File: src/rtl/apb_requester.sv
// APB4 requester: accepts single read/write commands over valid/ready, runs each
// through SETUP/ACCESS, and returns a one-cycle response pulse.
// Optional build macro: APB_REQ_TIMEOUT_EN enables the wait-state abort counter.
module apb_requester #(
  parameter int unsigned ADDR_WIDTH     = 32,
  parameter int unsigned DATA_WIDTH     = 32,
  parameter int unsigned STRB_WIDTH     = DATA_WIDTH / 8,
  parameter int unsigned TIMEOUT_CYCLES = 16
) (
  input  logic                  pclk,
  input  logic                  preset,
  input  logic                  cmd_valid,
  output logic                  cmd_ready,
  input  logic [ADDR_WIDTH-1:0] cmd_addr,
  input  logic                  cmd_write,
  input  logic [DATA_WIDTH-1:0] cmd_wdata,
  input  logic [STRB_WIDTH-1:0] cmd_strb,
  input  logic [2:0]            cmd_prot,
  output logic                  rsp_valid,
  output logic [DATA_WIDTH-1:0] rsp_rdata,
  output logic                  rsp_slverr,
  output logic                  rsp_misalign,
  output logic                  rsp_timeout,
  output logic                  psel,
  output logic                  penable,
  output logic                  pwrite,
  output logic [ADDR_WIDTH-1:0] paddr,
  output logic [DATA_WIDTH-1:0] pwdata,
  output logic [STRB_WIDTH-1:0] pstrb,
  output logic [2:0]            pprot,
  input  logic [DATA_WIDTH-1:0] prdata,
  input  logic                  pready,
  input  logic                  pslverr
);

  // Number of address bits that must be zero for a naturally aligned transfer.
  localparam int unsigned LSB_W = (STRB_WIDTH > 1) ? $clog2(STRB_WIDTH) : 1;

  // Reject unsupported configurations at elaboration.
  if (!(DATA_WIDTH == 8 || DATA_WIDTH == 16 || DATA_WIDTH == 32) || TIMEOUT_CYCLES < 1)
  begin : g_bad_cfg
    $error("apb_requester: unsupported DATA_WIDTH or TIMEOUT_CYCLES");
  end

  typedef enum logic [1:0] {IDLE, SETUP, ACCESS} state_t;

  state_t                  state_q, state_d;
  logic                    mis_pend_q, mis_pend_d;
  logic                    psel_d, penable_d, pwrite_d;
  logic [ADDR_WIDTH-1:0]   paddr_d;
  logic [DATA_WIDTH-1:0]   pwdata_d;
  logic [STRB_WIDTH-1:0]   pstrb_d;
  logic [2:0]              pprot_d;
  logic                    rsp_valid_d, rsp_slverr_d, rsp_misalign_d;
  logic [DATA_WIDTH-1:0]   rsp_rdata_d;
  logic                    accept, misalign, load;

`ifdef APB_REQ_TIMEOUT_EN
  localparam int unsigned CNT_W = $clog2(TIMEOUT_CYCLES + 1);
  logic [CNT_W-1:0] cnt_q, cnt_d;
  logic             rsp_timeout_d;
`endif

  assign cmd_ready = (state_q == IDLE) || (state_q == ACCESS && pready);
  assign accept    = cmd_valid && cmd_ready;
  assign misalign  = (STRB_WIDTH > 1) && (cmd_addr[LSB_W-1:0] != '0);
  assign load      = accept && !misalign;

  // Next state, next APB fields and next response.
  always_comb begin
    state_d        = state_q;
    mis_pend_d     = 1'b0;
    psel_d         = psel;
    penable_d      = penable;
    pwrite_d       = pwrite;
    paddr_d        = paddr;
    pwdata_d       = pwdata;
    pstrb_d        = pstrb;
    pprot_d        = pprot;
    rsp_valid_d    = 1'b0;
    rsp_rdata_d    = '0;
    rsp_slverr_d   = 1'b0;
    rsp_misalign_d = 1'b0;
`ifdef APB_REQ_TIMEOUT_EN
    cnt_d          = cnt_q;
    rsp_timeout_d  = 1'b0;
`endif
    case (state_q)
      IDLE: begin
        // A misalign deferred behind a completion goes first; a new one then waits a cycle.
        if (mis_pend_q || (accept && misalign)) begin
          rsp_valid_d    = 1'b1;
          rsp_slverr_d   = 1'b1;
          rsp_misalign_d = 1'b1;
        end
        mis_pend_d = mis_pend_q && accept && misalign;
      end
      SETUP: begin
        state_d   = ACCESS;
        penable_d = 1'b1;
      end
      ACCESS: begin
        if (pready) begin
          rsp_valid_d  = 1'b1;
          rsp_slverr_d = pslverr;
          rsp_rdata_d  = (!pwrite && !pslverr) ? prdata : '0;
          state_d      = IDLE;
          psel_d       = 1'b0;
          penable_d    = 1'b0;
          mis_pend_d   = accept && misalign;
        end
`ifdef APB_REQ_TIMEOUT_EN
        else if (cnt_q == CNT_W'(TIMEOUT_CYCLES)) begin
          rsp_valid_d   = 1'b1;
          rsp_slverr_d  = 1'b1;
          rsp_timeout_d = 1'b1;
          state_d       = IDLE;
          psel_d        = 1'b0;
          penable_d     = 1'b0;
        end else begin
          cnt_d = cnt_q + CNT_W'(1);
        end
`endif
      end
      default: state_d = IDLE;
    endcase
    if (load) begin
      state_d   = SETUP;
      psel_d    = 1'b1;
      penable_d = 1'b0;
      pwrite_d  = cmd_write;
      paddr_d   = cmd_addr;
      pwdata_d  = cmd_wdata;
      pstrb_d   = cmd_write ? cmd_strb : '0;
      pprot_d   = cmd_prot;
`ifdef APB_REQ_TIMEOUT_EN
      cnt_d     = '0;
`endif
    end
  end

  // State and registered outputs; reset aborts any transfer in flight.
  always_ff @(posedge pclk) begin
    if (preset) begin
      state_q      <= IDLE;
      mis_pend_q   <= 1'b0;
      psel         <= 1'b0;
      penable      <= 1'b0;
      pwrite       <= 1'b0;
      paddr        <= '0;
      pwdata       <= '0;
      pstrb        <= '0;
      pprot        <= '0;
      rsp_valid    <= 1'b0;
      rsp_rdata    <= '0;
      rsp_slverr   <= 1'b0;
      rsp_misalign <= 1'b0;
    end else begin
      state_q      <= state_d;
      mis_pend_q   <= mis_pend_d;
      psel         <= psel_d;
      penable      <= penable_d;
      pwrite       <= pwrite_d;
      paddr        <= paddr_d;
      pwdata       <= pwdata_d;
      pstrb        <= pstrb_d;
      pprot        <= pprot_d;
      rsp_valid    <= rsp_valid_d;
      rsp_rdata    <= rsp_rdata_d;
      rsp_slverr   <= rsp_slverr_d;
      rsp_misalign <= rsp_misalign_d;
    end
  end

`ifdef APB_REQ_TIMEOUT_EN
  // Wait-state counter and timeout flag.
  always_ff @(posedge pclk) begin
    if (preset) begin
      cnt_q       <= '0;
      rsp_timeout <= 1'b0;
    end else begin
      cnt_q       <= cnt_d;
      rsp_timeout <= rsp_timeout_d;
    end
  end
`else
  assign rsp_timeout = 1'b0;
`endif

endmodule

File: config.mk
export PLATFORM = sky130hd
export DESIGN_NAME = apb_requester
export DESIGN_NICKNAME = d
export VERILOG_FILES = /design/src/rtl/apb_requester.sv
export SDC_FILE = /design/constraint.sdc
export NUM_CORES = 1
export LEC_CHECK = 0
export ABC_CLOCK_PERIOD_IN_PS = 1350
export CAP_MARGIN = 10
export CORE_MARGIN = 2
export CORE_UTILIZATION = 37
export CTS_CLUSTER_SIZE = 40
export DETAILED_ROUTE_END_ITERATION = 12
export PLACE_DENSITY = 0.82
export SETUP_SLACK_MARGIN = 0.2
export SYNTH_ARGS = -nofsm -noshare
export SYNTH_HDL_FRONTEND = slang
export SYNTH_SLANG_ARGS = --single-unit
File: constraint.sdc
create_clock -name pclk -period 1.35 [get_ports pclk]
set_input_delay 0.27 -clock pclk [delete_from_list [all_inputs] [get_ports pclk]]
set_output_delay 0.27 -clock pclk [all_outputs]
set_load 0.01 [all_outputs]
# Yosys cells after proc, flatten, opt, wreduce, memory -nomap -nowiden
# Cells that the tools add are included.
dict set report word_totals {
  reg_bits 112
  inputBits 109
  out_inout_bits 111
  wordCells 62
}
dict set report op_classes {
  eq_ne 5
  n_mux 15
  n_bitwise 4
  reduce_logical 24
}
# op count
set op_table {}
lappend op_table {{two-way mux 1 bit} 8}
lappend op_table {{one-hot mux 1 bit (2 select lines)} 4}
lappend op_table {{AND reduction 2 bit} 4}
lappend op_table {{nonzero test 2 bit} 4}
lappend op_table {{logical AND 1 bit} 7}
lappend op_table {{one-hot mux 2 bit (3 select lines)} 1}
lappend op_table {{two-way mux 4 bit} 1}
lappend op_table {{inequality test 2 bit (second input constant)} 2}
lappend op_table {{inverter 1 bit} 4}
lappend op_table {{OR reduction 2 bit} 2}
lappend op_table {{OR reduction 4 bit} 1}
lappend op_table {{logical NOT 1 bit} 3}
lappend op_table {{inequality test 3 bit (second input constant)} 1}
lappend op_table {{equality test 2 x 1 -> 1 bit (second input constant)} 1}
lappend op_table {{equality test 2 bit (second input constant)} 1}
lappend op_table {{logical NOT 2 bit} 1}
lappend op_table {{logical OR 1 bit} 2}
lappend op_table {{two-way mux 2 bit} 1}

# Longest topological paths before layout
dict set report logic_depth {
  word_depth 8
  ltp_mapped 7
  ltp_nobuf 3
}

# Worst setup path after synthesis
# OpenSTA, ideal clock, no wires.
dict set report synth_timing {
  path_kind {register -> output}
  start {register state_q[1]}
  end {output cmd_ready}
  arrival_time_ns 1.181
  t_required_ns 1.080
  path_slack_ns -0.101
  stages_incl_launch_ff 7
  n_path_buf 4
  path_cell_list {dfxtp_1 -> buf_4 -> nor2b_1 -> buf_2 -> buf_6 -> buf_2 -> nor2_1}
}
dict set report synth_between {
  elab_chain_len 3
  word_cells_on_any_way 4
  classes_between {eq/ne (1); reduce/logical (3)}
}
# item line_no
set synth_lines {}
lappend synth_lines {{from (decl)} 47} ;# state_t state_q, state_d;
lappend synth_lines {{from (signal assigned)} 159} ;# state_q <= state_d;
lappend synth_lines {{equality test 2 bit} 64} ;# assign cmd_ready = (state_q == IDLE) || (state_q == ACCESS && pready);
lappend synth_lines {{logical AND 1 bit} 64}
lappend synth_lines {{logical OR 1 bit (*)} 64}
lappend synth_lines {{to (decl)} 13} ;# output logic cmd_ready,
# Mark *: on every way between the ends. The rest lies on a longest branch, timed or not.

# Worst setup path after layout
dict set report layout_timing {
  start {register state_q[0]}
  end {register rsp_rdata[2]}
}
dict set report layout_between {
  elab_chain_len 3
}
# item line_no
set layout_lines {}
lappend layout_lines {{equality test 2 bit} 88} ;# case (state_q)
lappend layout_lines {{inverter 1 bit (no source line)} n/a}
lappend layout_lines {{OR reduction 4 bit (no source line)} n/a}
lappend layout_lines {{to (signal assigned)} 169} ;# rsp_rdata <= rsp_rdata_d;
lappend layout_lines {{to (decl)} 20} ;# output logic [DATA_WIDTH-1:0] rsp_rdata,
# Every way passes these cells.
# A chain may end at the register's enable or synchronous reset.

==> summary.md <==
| Metric | Value |
|---|---|
| CP startpoint | `state_q[0]` |
| Most common cell in the netlist | `dfxtp_1` |
| Die W | `114 um` |
| TritonCTS clock tree | `yes` |
| Share of post-route cells with drive strength above 1 | `49.4%` |
| CTS sink cnt | `112` |
| Vias/cell | `5.71` |
| Post-CTS Hold Fix Bufs | `0` |
| Synthesized area per cell | `10.0 um^2` |
| Fin crit share | `102%` |
| Synth async-reset ratio | `0%` |
| Total Nets Final | `816` |
| M1 WL | `7.34 mm` |
| DP Area | `6930 um^2` |
| WL final | `18.6 mm` |
| Wire per inst | `21.7 um` |
| Die span in y | `114 um` |
| # fillers | `926` |
| Reg-to-reg setup timing slack | `-30 ps` |
| Leakage | `0.00321 uW` |
| Area delta synth->final | `76.8%` |
| Worst Setup End Kind | `register` |
| Area leader, netlist | `dfxtp_1` |
| Max Cap Viol | `0` |
| Synth cell types | `33` |
| Synth cell count leaders | `dfxtp_1, a21oi_1, nand4_1` |
| Initial antenna violation count | `0` |
| Maximum clock insertion buffer count | `2` |
| DRT iter0 DRCs | `397` |
| Finished Cell Area | `7930 um^2` |
| Top routing layer in use | `met4` |
| RR Startpoint | `state_q[0]` |
| Gp weighted congestion | `0.763` |
| Post-synth top flop | `dfxtp_1` |
| Cells on worst reg2reg path | `6` |
| CP Data Arrival Time | `1670 ps` |
| Root buffer cell | `clkbuf_16` |
| Initial Util | `37.6%` |
| Clk_lat worst skew | `350 ps` |
| Kind of critical path | `register to register` |
| Top cell type's share of synthesized area | `50.0%` |
| Die ar. | `13000 um^2` |
| Clk slew on worst S/H paths | `70 ps` |
| Sequential area share after synthesis | `50.0%` |
| Slowest-stage cell, CP | `dfxtp_4` |
| Synth Warn # | `0` |
| GR Overflow Total | `0` |
| DRT Pass-1 Iters | `4` |
| Gate Count Post-Synth | `447` |
| Area occupied by multi-input gates | `2170 um^2` |
| DP HPWL | `10.1 mm` |
| Worst vdd ir | `506 uV` |
| GRT Total Usage | `22.9%` |
| CP Data Required Time | `1640 ps` |
| Max Freq | `725 MHz` |
| RSZ-0062 raised after global routing | `true` |
| Crit start category | `register` |
| Global-route wire length before repair | `23.5 mm` |
| Worst reg2reg path endpoint | `rsp_rdata[2]` |
| Mapped Area | `4480 um^2` |
| Slowest Stage Delay on Critical Path | `370 ps` |
| Crit-path cells | `or2_4 > nor4_4 > buf_4 > buf_6 > buf_12 > and2_1` |
| H-tree depth | `3` |
| Vias in the first global route | `4541` |
| Final number of setup-violating endpoints | `24` |
| Final Util | `66.5%` |
| Routed vias | `4908` |
| Post-Syn Nets | `556` |
| Failing checks | `setup timing` |
| Port Buf Inserts | `218` |
| Max FO, Critical Path | `8` |
| Clock skew | `8.76 ps` |
| Core ar. | `11900 um^2` |
| Final Hold Viols | `0` |
| Hold Crit Class | `input port to register` |
| I/O pin cnt | `220` |
| Sequential Area | `2300 um^2` |
| Largest net degree at the start of global routing | `83` |
| Seq cells post-synth | `112` |
| Detail Route met2 WL | `9.26 mm` |
| Hold WS | `278 ps` |
| Status | `finished, violations left` |
| Power Density | `930 nW/um^2` |
| Fin crit period | `1380 ps` |
| # DRC | `0` |
| Met3 WL | `1.38 mm` |
| Synth area leaders | `dfxtp_1, o31ai_2, nand4_1` |
| Final WS setup | `-29.9 ps` |
| ANT nets after route | `0` |
| Fin. max-slew vios | `0` |
| Clock buffer count from CTS | `9` |
| Post-synth EDFFs | `0` |
| Setup TNS | `-191 ps` |
| Critical Path Sink | `rsp_rdata[2]` |
| FP Rows | `40` |
[state kept, by name, indices dropped and copies added, names as in the netlist]
name and flops:
mis_pend_q 1, paddr 32, penable 1, pprot 3
psel 1, pstrb 4, pwdata 32, pwrite 1
rsp_misalign 1, rsp_rdata 32, rsp_slverr 1, rsp_valid 1
state_q 2
[through the flow]
stage          worst slack, ps  std cells  power, uW
2_1_floorplan            -68.2        447       3820
3_3_place_gp              -574        780       4390
6_report                 -29.9        859       7380
4_1_cts                   10.5        828       7210
5_1_grt                  -79.8        858       7590
3_5_place_dp              -672        780       4420
[worst max-delay path, delay by kind of cell, from the launching register on]
| kind | cells | cell delay, ps |
|---|---|---|
| and+or+nand+nor | 3 | 550 |
| buffers and inverters | 3 | 390 |
| DFF | 1 | 370 |
[layout make-up]
class | count | area share, %
inverters | 3 | 0.474
flip-flops and latches | 112 | 29.0
clock buffers | 11 | 3.06
diodes | 1 | 0.0316
well taps | 147 | 2.32
clock inverters | 4 | 0.884
multi-input cells | 274 | 27.4
repair buffers | 305 | 36.4
repair inverters | 2 | 0.410
[cell families (layout without fill, tap and decap cells)]
group           Yosys count  in the layout  share of synthesized area, %
compound gates          141            141                          24.0
flops                   112            112                          50.0
buf+inv                  63            325                          6.92
other cells               1              2                        0.0836
mux                       5              5                          1.14
simple gates            125            127                          17.8
[where the power goes]
group          total [uW]  internal, uW  leakage (uW)  switching [uW]
Combinational        1070           613       0.00212             462
Sequential           3430          3390      0.000927            49.2
Clock                2870          1660      0.000155            1200
[how the worst min path moves through the flow]
stage / from / endpoint / cells past startpoint
2_1_floorplan: prdata[0] / rsp_rdata[0] / 1
3_3_place_gp: pprot[0] / pprot[0] / 2
3_5_place_dp: pwdata[2] / pwdata[2] / 2
4_1_cts: preset / rsp_slverr / 3
5_1_grt: preset / rsp_slverr / 3
6_report: preset / rsp_slverr / 3
[routing by layer]
layer / global-route usage (%) / vias to the layer above
met5: 0 / -
met4: 8.29 / 0
met3: 4.98 / 54
met2: 39.6 / 251
met1: 28.1 / 2404
li1: - / 2199
[placed cells by master, fill, tap and decap left out, types with 3 or more instances in the layout]
cell type	netlist	final
clkdlybuf4s50_1	0	103
dfxtp_1	112	71
buf_2	17	67
nand4_1	66	66
a21oi_1	70	58
o31ai_2	40	44
clkbuf_2	0	42
dfxtp_2	0	39
buf_4	2	36
o31ai_1	26	21
clkbuf_16	0	21
buf_6	6	20
and2_1	32	19
and2_4	0	13
buf_12	0	13
a21oi_2	0	12
buf_16	0	5
buf_8	0	5
nand2b_1	5	4
nand3b_1	4	4
mux2i_1	4	3
[repair_timing]
item,in CTS,in global routing
gates resized for setup,392,157
buffers inserted,27,8
endpoints found under the hold margin,0,0
gates cloned,6,22
endpoints found under the setup margin,221,159
pin swaps,12,23
(Power assumes the default switching activity.)
